==> config.mk <==
export PLATFORM = sky130hd
export DESIGN_NAME = mmio_store_ctrl
export DESIGN_NICKNAME = d
export VERILOG_FILES = /design/src/rtl/mmio_store_ctrl.sv
export SDC_FILE = /design/constraint.sdc
export NUM_CORES = 1
export LEC_CHECK = 0
export CORE_MARGIN = 2
export CORE_UTILIZATION = 46
export CTS_CLUSTER_SIZE = 8
export DETAILED_ROUTE_END_ITERATION = 12
export PLACE_DENSITY = 0.86
export SYNTH_ARGS = -nofsm -noshare
export SYNTH_HDL_FRONTEND = slang
export SYNTH_SLANG_ARGS = --single-unit
==> constraint.sdc <==
create_clock -name clk -period 5.5 [get_ports clk]
set_input_delay 1.65 -clock clk [delete_from_list [all_inputs] [get_ports clk]]
set_output_delay 1.65 -clock clk [all_outputs]
set_load 0.05 [all_outputs]
==> src/rtl/mmio_store_ctrl.sv <==
// Store-side MMIO controller: decodes CPU stores, drives the UART TX byte
// handshake and owns the cycle / retired-instruction counters.
module mmio_store_ctrl #(
  parameter logic [31:0] ADDR_UART_TX = 32'h8000_0008,
  parameter logic [31:0] ADDR_CNT_RST = 32'h8000_0018
) (
  input  logic        clk,
  input  logic        rst,
  input  logic [31:0] mmio_addr,
  input  logic [31:0] mmio_wdata,
  input  logic [3:0]  mmio_wstrb,
  input  logic        inst_retire,
  input  logic        data_in_ready,
  output logic        data_in_valid,
  output logic [7:0]  data_in,
  output logic        tx_busy,
  output logic        stall,
  output logic [31:0] cycle_counter,
  output logic [31:0] inst_counter
);

  localparam int unsigned CNT_W  = 32;
  localparam int unsigned BYTE_W = 8;

  localparam logic [0:0] ST_IDLE = 1'b0;
  localparam logic [0:0] ST_SEND = 1'b1;

  logic [0:0]        state_q, state_d;
  logic [BYTE_W-1:0] data_q, data_d;
  logic [CNT_W-1:0]  cyc_q, cyc_d;
  logic [CNT_W-1:0]  inst_q, inst_d;

  logic tx_store;
  logic cnt_rst_store;
  logic unused_wdata;

  // Only the low byte of the store data reaches the UART.
  assign unused_wdata = ^mmio_wdata[31:8];

  assign tx_store      = (mmio_addr == ADDR_UART_TX) && mmio_wstrb[0];
  assign cnt_rst_store = (mmio_addr == ADDR_CNT_RST) && (mmio_wstrb != 4'b0000);

  // Next-state logic for the TX byte FSM.
  always_comb begin
    state_d = state_q;
    data_d  = data_q;
    case (state_q)
      ST_IDLE: begin
        if (tx_store) begin
          data_d  = mmio_wdata[BYTE_W-1:0];
          state_d = ST_SEND;
        end
      end
      ST_SEND: begin
        if (data_in_ready) begin
          state_d = ST_IDLE;
        end
      end
      default: state_d = ST_IDLE;
    endcase
  end

  // A clear store wins over the increment of the same cycle.
  always_comb begin
    cyc_d  = cyc_q + CNT_W'(1);
    inst_d = inst_q + CNT_W'(inst_retire);
    if (cnt_rst_store) begin
      cyc_d  = '0;
      inst_d = '0;
    end
  end

  always_ff @(posedge clk) begin
    if (rst) begin
      state_q <= ST_IDLE;
      data_q  <= '0;
      cyc_q   <= '0;
      inst_q  <= '0;
    end else begin
      state_q <= state_d;
      data_q  <= data_d;
      cyc_q   <= cyc_d;
      inst_q  <= inst_d;
    end
  end

  // The CPU holds a TX store for every cycle the previous byte is pending.
  assign stall = (state_q == ST_SEND) && tx_store;

  assign data_in_valid = (state_q == ST_SEND);
  assign tx_busy       = (state_q == ST_SEND);
  assign data_in       = data_q;
  assign cycle_counter = cyc_q;
  assign inst_counter  = inst_q;

endmodule

==> results of run 1 <==
[synthesized netlist by cell type, drive strengths merged]
cell type  count  area share
nand3         27       0.039
a41o           1      0.0029
nand3b         1      0.0022
xnor2          9       0.023
a21oi         44       0.064
xor2          16       0.041
nor4b          2      0.0051
and3           7       0.013
or4           23       0.052
or3b           1      0.0025
nor4           8       0.014
nor3b          1      0.0022
nand4         28       0.055
dfxtp         73        0.42
ha             3       0.011
or3           15       0.028
o31ai         28       0.061
and4          12       0.031
nor2          31       0.034
inv            7      0.0076
nand2         18       0.020
nor3           3      0.0043
clkbuf        10       0.011
buf           14       0.022
nand4b         1      0.0025
o21ai         15       0.022
and2           4      0.0072
nand2b         1      0.0018
[kinds of logic (layout without fill, tap and decap cells)]
logic type | Yosys count | after routing | share of synthesized area
and+or+nand+nor | 183 | 183 | 0.3133
buffers and inverters | 31 | 147 | 0.04020
adders and majority gates | 3 | 3 | 0.01087
AOI/OAI and AO/OA | 88 | 88 | 0.1492
xor gates and xnor gates | 25 | 25 | 0.06338
DFF | 73 | 73 | 0.4230
[stage by stage]
step                cells  instance area (um^2)
finish                618                  4888
global route          618                  4888
CTS                   618                  4888
detailed placement    603                  4727
global placement      603                  4727
floorplan             403                  3461
[power breakdown]
group          internal, mW  leakage [nW]  switching, mW  total (mW)
clock network         0.171        0.0887          0.189       0.360
logic                0.0405         0.855         0.0345      0.0751
registers             0.532         0.589        0.00472       0.536
[area by class of cell]
| type | instances | area [um^2] |
|---|---|---|
| Timing Repair Buffer | 125 | 1254 |
| Inverter | 7 | 26.28 |
| Fill cell | 607 | 2365 |
| Multi-Input combinational cell | 299 | 1862 |
| Clock buffer | 11 | 141.4 |
| Tap cell | 99 | 123.9 |
| Sequential cell | 73 | 1461 |
| Clock inverter | 4 | 20.02 |
[layer usage]
layer / track usage / part of all wire / vias to the layer above
li1: - / - / 1754
met1: 0.2931 / 0.43 / 1761
met2: 0.4036 / 0.50 / 133
met3: 0.04508 / 0.055 / 13
met4: 0.08462 / 0.016 / 0
met5: 0 / 0 / -
[state kept, by name, summed over array words and instances, names as in the netlist]
| name | cells |
|---|---|
| data_in_valid | 1 |
| cycle_counter | 32 |
| data_in | 8 |
| inst_counter | 32 |
[how the worst min path moves through the flow]
stage,cells past startpoint,from,slack [ns],endpoint
2_1_floorplan,1,cycle_counter[0],0.67,cycle_counter[0]
3_3_place_gp,2,data_in[5],0.45,data_in[5]
3_5_place_dp,2,data_in[7],0.47,data_in[7]
4_1_cts,2,data_in[7],0.48,data_in[7]
5_1_grt,2,data_in[5],0.50,data_in[5]
6_report,2,data_in[7],0.48,data_in[7]
[critical path: stages]
cell and delay [ns]:
clkdlybuf4s50_1 0.40, nor4b_1 0.44, nand4_1 0.22, nor4_2 0.40, buf_12 0.19
==> results.txt, run 1 <==
The number of top-level pins is 147. The depth of the most critical reg-to-reg path is 4. Setup repair after global routing left no endpoint under its margin.

The number of global-route vias before repair came to between 3k and 4k. The final hold violation count came out at 0. The cell area that synthesis handed to floorplanning was 3455 um^2. The worst path required time is roughly 3.9 ns. The register bit count reported by yosys came out at 73. The area growth from synthesis to layout came out at 41.51%. Leaving out fill and tap cells, the most frequent cells in the layout are 121 x clkdlybuf4s50_1, 73 x dfxtp_1, 44 x a21oi_1.

The total routing resource utilization after global routing is 0.2351. The number of core rows came out at 31. The horizontal extent of the die is between 90 and 100 um.

Each instance of the synthesized netlist takes up on average between 8 and 9 um^2. The flow ran to the end, and the final reports show no timing, DRC or antenna violations. The worst path arrival time is 3.31 ns. STA classifies the critical path startpoint as an input port. The clock slew seen by the registers of the worst setup and hold paths is around 0.070 ns. Counting the buffers created by CTS gives 9.

The largest net degree at the start of global routing came out at 37. The number of max-slew violations in the final report came out at 0. The buffer cell driving the clock tree root is clkbuf_8. For this block, the via count after detailed routing is roughly 3.7k.

Port buffering added between 100 and 150 buffers. Setup violations remaining at the end of the flow were counted as 0. The analysis attributes to cell leakage a power of ~1.5 nW. The register-to-register setup slack is roughly 3 ns. The overall overflow remaining after global route is 0.

STA classifies the critical path endpoint as an output port. The number of vias per cell after detailed routing is approximately 5.9. The placer's final routability congestion estimate came out at between 0.8 and 0.9. The maximum fanout encountered on the critical timing path is 2. The worst setup margin is around 0.54 ns. Dividing the final minimum period by the clock period gives 0.9014.

Across the run, the number of max-cap violations was 0. The later pin in the worst-skew pair is clocked with a latency of about 0.34 ns. The maximum achievable frequency is roughly 0.20 GHz. The most critical setup path has its endpoint at stall. The final net count came out at 590. TritonCTS built the clock tree. Once layout is complete, the utilization of the core stands at 0.6740. The largest clock skew in the final design came out at 0.01044 ns. In this run the critical register-to-register path is launched from inst_counter[11].

The worst setup path is of the input port to output port kind. The post-CTS setup buffer count is 0. The number of hold buffers added after cts came out at 0.

The number of different library cells in the post-synthesis netlist is 35. IR analysis of the VDD net gives a maximum drop of about 0.15 mV. The core box area came out at between 7000 and 8000 um^2.

The longest clock path from root to sink contains 2 buffers. The total nets after synthesis came out at 478. The number of antenna diodes came out at 0. The library cell used most frequently in the layout, excluding fill and tap cells, is clkdlybuf4s50_1.

The warning count from the yosys run is 0. The count of nets left with antenna violations once routing finished came out at 0. The wire length per cell came out at around 16 um. The number of antenna violations at the first check in global routing came out at 0. The count of H-tree levels built during CTS is 3.

The starting density of the core came out at 0.4763. The DRC violation count after routing came out at 0. Before CTS, the worst setup slack after placement is 0.5176 ns. The cell count after synthesis came out at 403. In the final timing run, aggregate negative setup slack is 0 ns.

The time the worst path needs with I/O delays and setup came out at ~5.0 ns. The die area is ~8200 um^2. The initial DRC count came out at 180. The reg-to-reg endpoint is inst_counter[31].

The number of gates resized after CTS was 0. The post-layout total power came out at about 0.97 mW. The cell area power density came out at roughly 200 nW/um^2. The share of layout cells above drive strength 1 is 0.05202. The die extent in y came out at 90.66 um. The headroom to the max-slew limit came out at 0.2734. The first-pass GRT wire length is approximately 16000 um. The critical path starts at mmio_addr[5]. The iteration count of the initial detailed-routing pass came out at 5. The register area share after synthesis came out at 0.4230.

The wire-length estimate of the detail-placed layout is roughly 7000 um. For this design, the sink count on the clock tree is 73. The total wire length is about 9600 um. The worst slack on hold paths came out at 0.4764 ns. The class of the tightest hold or removal check is flop to flop. For the pin with the worst max-slew slack, the measured transition is about 1.1 ns.
(Power assumes the default switching activity.)
==> inputs of run 2 (changes only) <==
- PLACE_DENSITY: 0.86 -> 0.87
==> run 2 against run 1 <==
  * Critical endpoint unchanged
  * Non-clock buffer count unchanged
  * Largest cell class unchanged
  * Count of clock-buffer cells in the layout is 1 lower
  * Cell count increased by 0.16%
  * Design area grew 0.87%
  * Critical path type unchanged
  * Sequential cell count unchanged
  * Global-route usage decreased by 0.20 points
  * Combinational power is 0.8% lower
  * Via count is 0.14% lower
  * Clock power increased by 20%
  * Maximum frequency rose by 1.4%
  * Hold slack worse by 0.0083 ns
==> results.txt, run 2 (synthesis gave the netlist of run 1 again) <==
The run finished with clean final reports. The count of max-cap constraint violations came out at 0. The worst setup path is captured at an output port. TritonCTS built the clock tree. The number of cells on the worst reg-to-reg path is 4. The time the worst path needs with I/O delays and setup came out at 4.891 ns. In the layout the commonest cells are 121 x clkdlybuf4s50_1, 73 x dfxtp_1, 44 x a21oi_1. The endpoint identified for the worst register-to-register timing path is inst_counter[21].

The final layout contains routed wiring with a total length of 9662 um. The worst hold path terminates at data_in[2]. The number of clock buffers inserted by TritonCTS came out at 9. The headroom to the max-slew limit came out at 0.3144. The congestion estimate from routability-driven global placement came to a little over 0.8. The final standard cell area without fillers came out at around 5000 um^2. Setup repair after global routing left no endpoint under its margin.

The final hold violation count came to 0. The number of top-level pins is about 150. The longest individual stage delay on the worst path came out at between 0.4 and 0.5 ns. The number of buffers inserted by port buffering came out at 122.

The number of max-slew violations in the final report came out at 0. The first global-routing pass estimated ~16000 um of wire. Counting buffers and inverters, the worst setup path is 5 cells deep. STA classifies the critical path startpoint as an input port. The number of vias per cell after detailed routing came out at ~5.9. The critical path is of the input port to output port type. Setup violations remaining at the end of the flow were counted as 0.

The largest clock skew in the final design came out at between 0.007 and 0.008 ns. The maximum fanout encountered on the critical timing path came out at 2. In this run the post-CTS setup repair buffer count came out at 0. The horizontal extent of the die came out at slightly above 90 um. The die extent in y is between 90 and 100 um. The total routing resource utilization after global routing is 0.2332. In this run the power density over the cells is around 210 nW/um^2. The number of buffers and inverters on the critical path is 2. The filler cells instantiated in the layout total 582. The initial DRC count is approximately 120. The buffer cell driving the clock tree root is clkbuf_8. The area taken by flip-flops and latches is 1461 um^2.

Once detailed placement completed, the half-perimeter wirelength came to 7056 um. The number of global-route vias before repair is about 3.5k. The number of standard cells in the layout, taps in and fillers out came out at roughly 620. In this design, the largest share of critical-path delay is due to simple AND/OR/NAND/NOR gates. The final cycle utilization of the critical path came out at 0.8892.

The largest individual stage delay along the critical path comes from the cell nor4b_1. In this run the critical register-to-register path is launched from inst_counter[11]. The maximum achievable frequency came out at ~0.20 GHz. At the pin with the least slew margin, the transition time is between 1 and 1.5 ns. The worst path required time came out at between 3 and 4 ns. The DRC violation count after routing came out at 0. The area of the multi-input gates came out at 1862 um^2.

The total vias in the final route is around 3.7k. The number of sinks on the clock net is between 70 and 80. Counting tap cells, the placed design contains a total of 603 instances. Summing all placed instances gives a cell area of 4727 um^2. The iteration count of the initial detailed-routing pass is 5. The largest net degree at the start of global routing came out at 34.

The number of antenna violations at the first check in global routing is 0. Setup slack on the worst reg-to-reg path comes out at 3.04 ns. The clock latency at the later pin of the worst-skew pair came out at around 0.34 ns. The final net count came out at between 500 and 600. In this run the static leakage power is ~1.6 nW. The core box area is 7253 um^2. The share of layout cells above drive strength 1 came out at 0.05577. Power comes to ~1.0 mW.

The worst ir drop on vdd came out at about 0.16 mV. The die covers just over 8000 um^2. The worst path arrival time is around 3.2 ns. Traced cell by cell, the critical path runs through clkdlybuf4s50_1, nor4b_1, nand4_1, nor4_2, buf_12. The worst hold path belongs to the class flop to flop.

The number of core rows is 31. The worst hold path depth came out at 2. The number of antenna diodes in the final layout is 0. The starting density of the core is 0.4763. The maximum clock path buffer count is 2. The clock slew seen by the registers of the worst setup and hold paths came out at around 0.070 ns. Leaving out fill and tap cells, the most frequent cell in the layout is clkdlybuf4s50_1. The setup TNS is 0 ns. The wire length per cell is roughly 16 um. The startpoint identified for the worst hold timing path is data_in[2]. Buffers inserted to repair hold after CTS numbered 0. The area growth from synthesis to layout is 42.74%.

The count of antenna-violating nets left after detailed routing came out at 0. The number of gates resized after cts is 0. The overall overflow remaining after global route came out at 0. The count of H-tree levels built during CTS came out at 3.
[run 2: changes by cell type in the layout (fill, tap and decap cells not counted)]
cell / delta
bufinv_16: +1
inv_6: +1
clkinv_2: -2
clkbuf_1: -1
clkinv_4: +2
[run 2: metrics by stage]
| stage | hold slack (ns) | setup slack, ns | utilization |
|---|---|---|---|
| 2_1_floorplan | 0.6731 | 0.5431 | - |
| 3_3_place_gp | 0.4524 | 0.6458 | 0.6517 |
| 3_5_place_dp | 0.4621 | 0.5875 | 0.6517 |
| 4_1_cts | 0.4694 | 0.5767 | 0.6798 |
| 5_1_grt | 0.4924 | 0.4922 | 0.6798 |
| 6_report | 0.4681 | 0.6094 | 0.6798 |
[run 2: how the worst max path moves through the flow]
stage            startpoint  endpoint  slack [ns]
6_report       mmio_addr[8]     stall        0.61
5_1_grt        mmio_addr[8]     stall        0.49
4_1_cts        mmio_addr[5]     stall        0.58
3_5_place_dp   mmio_addr[8]     stall        0.59
3_3_place_gp   mmio_addr[5]     stall        0.65
2_1_floorplan  mmio_addr[5]     stall        0.54
[run 2: routing by layer]
metal	track usage	vias to the layer above	share of wire
met4	0.1103	0	0.025
li1	-	1753	-
met3	0.05175	24	0.052
met1	0.2852	1756	0.42
met5	0	-	0
met2	0.3893	123	0.50
[run 2: area by class of cell]
type                            count  share of cell area
Multi-Input combinational cell    299              0.3776
Sequential cell                    73              0.2964
Timing Repair Buffer              125              0.2542
Clock buffer                       10             0.02791
Tap cell                           99             0.02512
Clock inverter                      6             0.01345
Inverter                            7            0.005329
[run 2: worst reg2reg max path, cell delays in order (launching register included)]
cell and delay [ns]:
dfxtp_1 0.46, and4_1 0.27, nand4_1 0.72, or4_1 0.78, a21oi_1 0.17
[run 2: power by group]
part / switching [mW] / internal (mW)
Sequential: 0.00444 / 0.531
Combinational: 0.0341 / 0.0404
Clock: 0.208 / 0.224
Total: 0.247 / 0.795
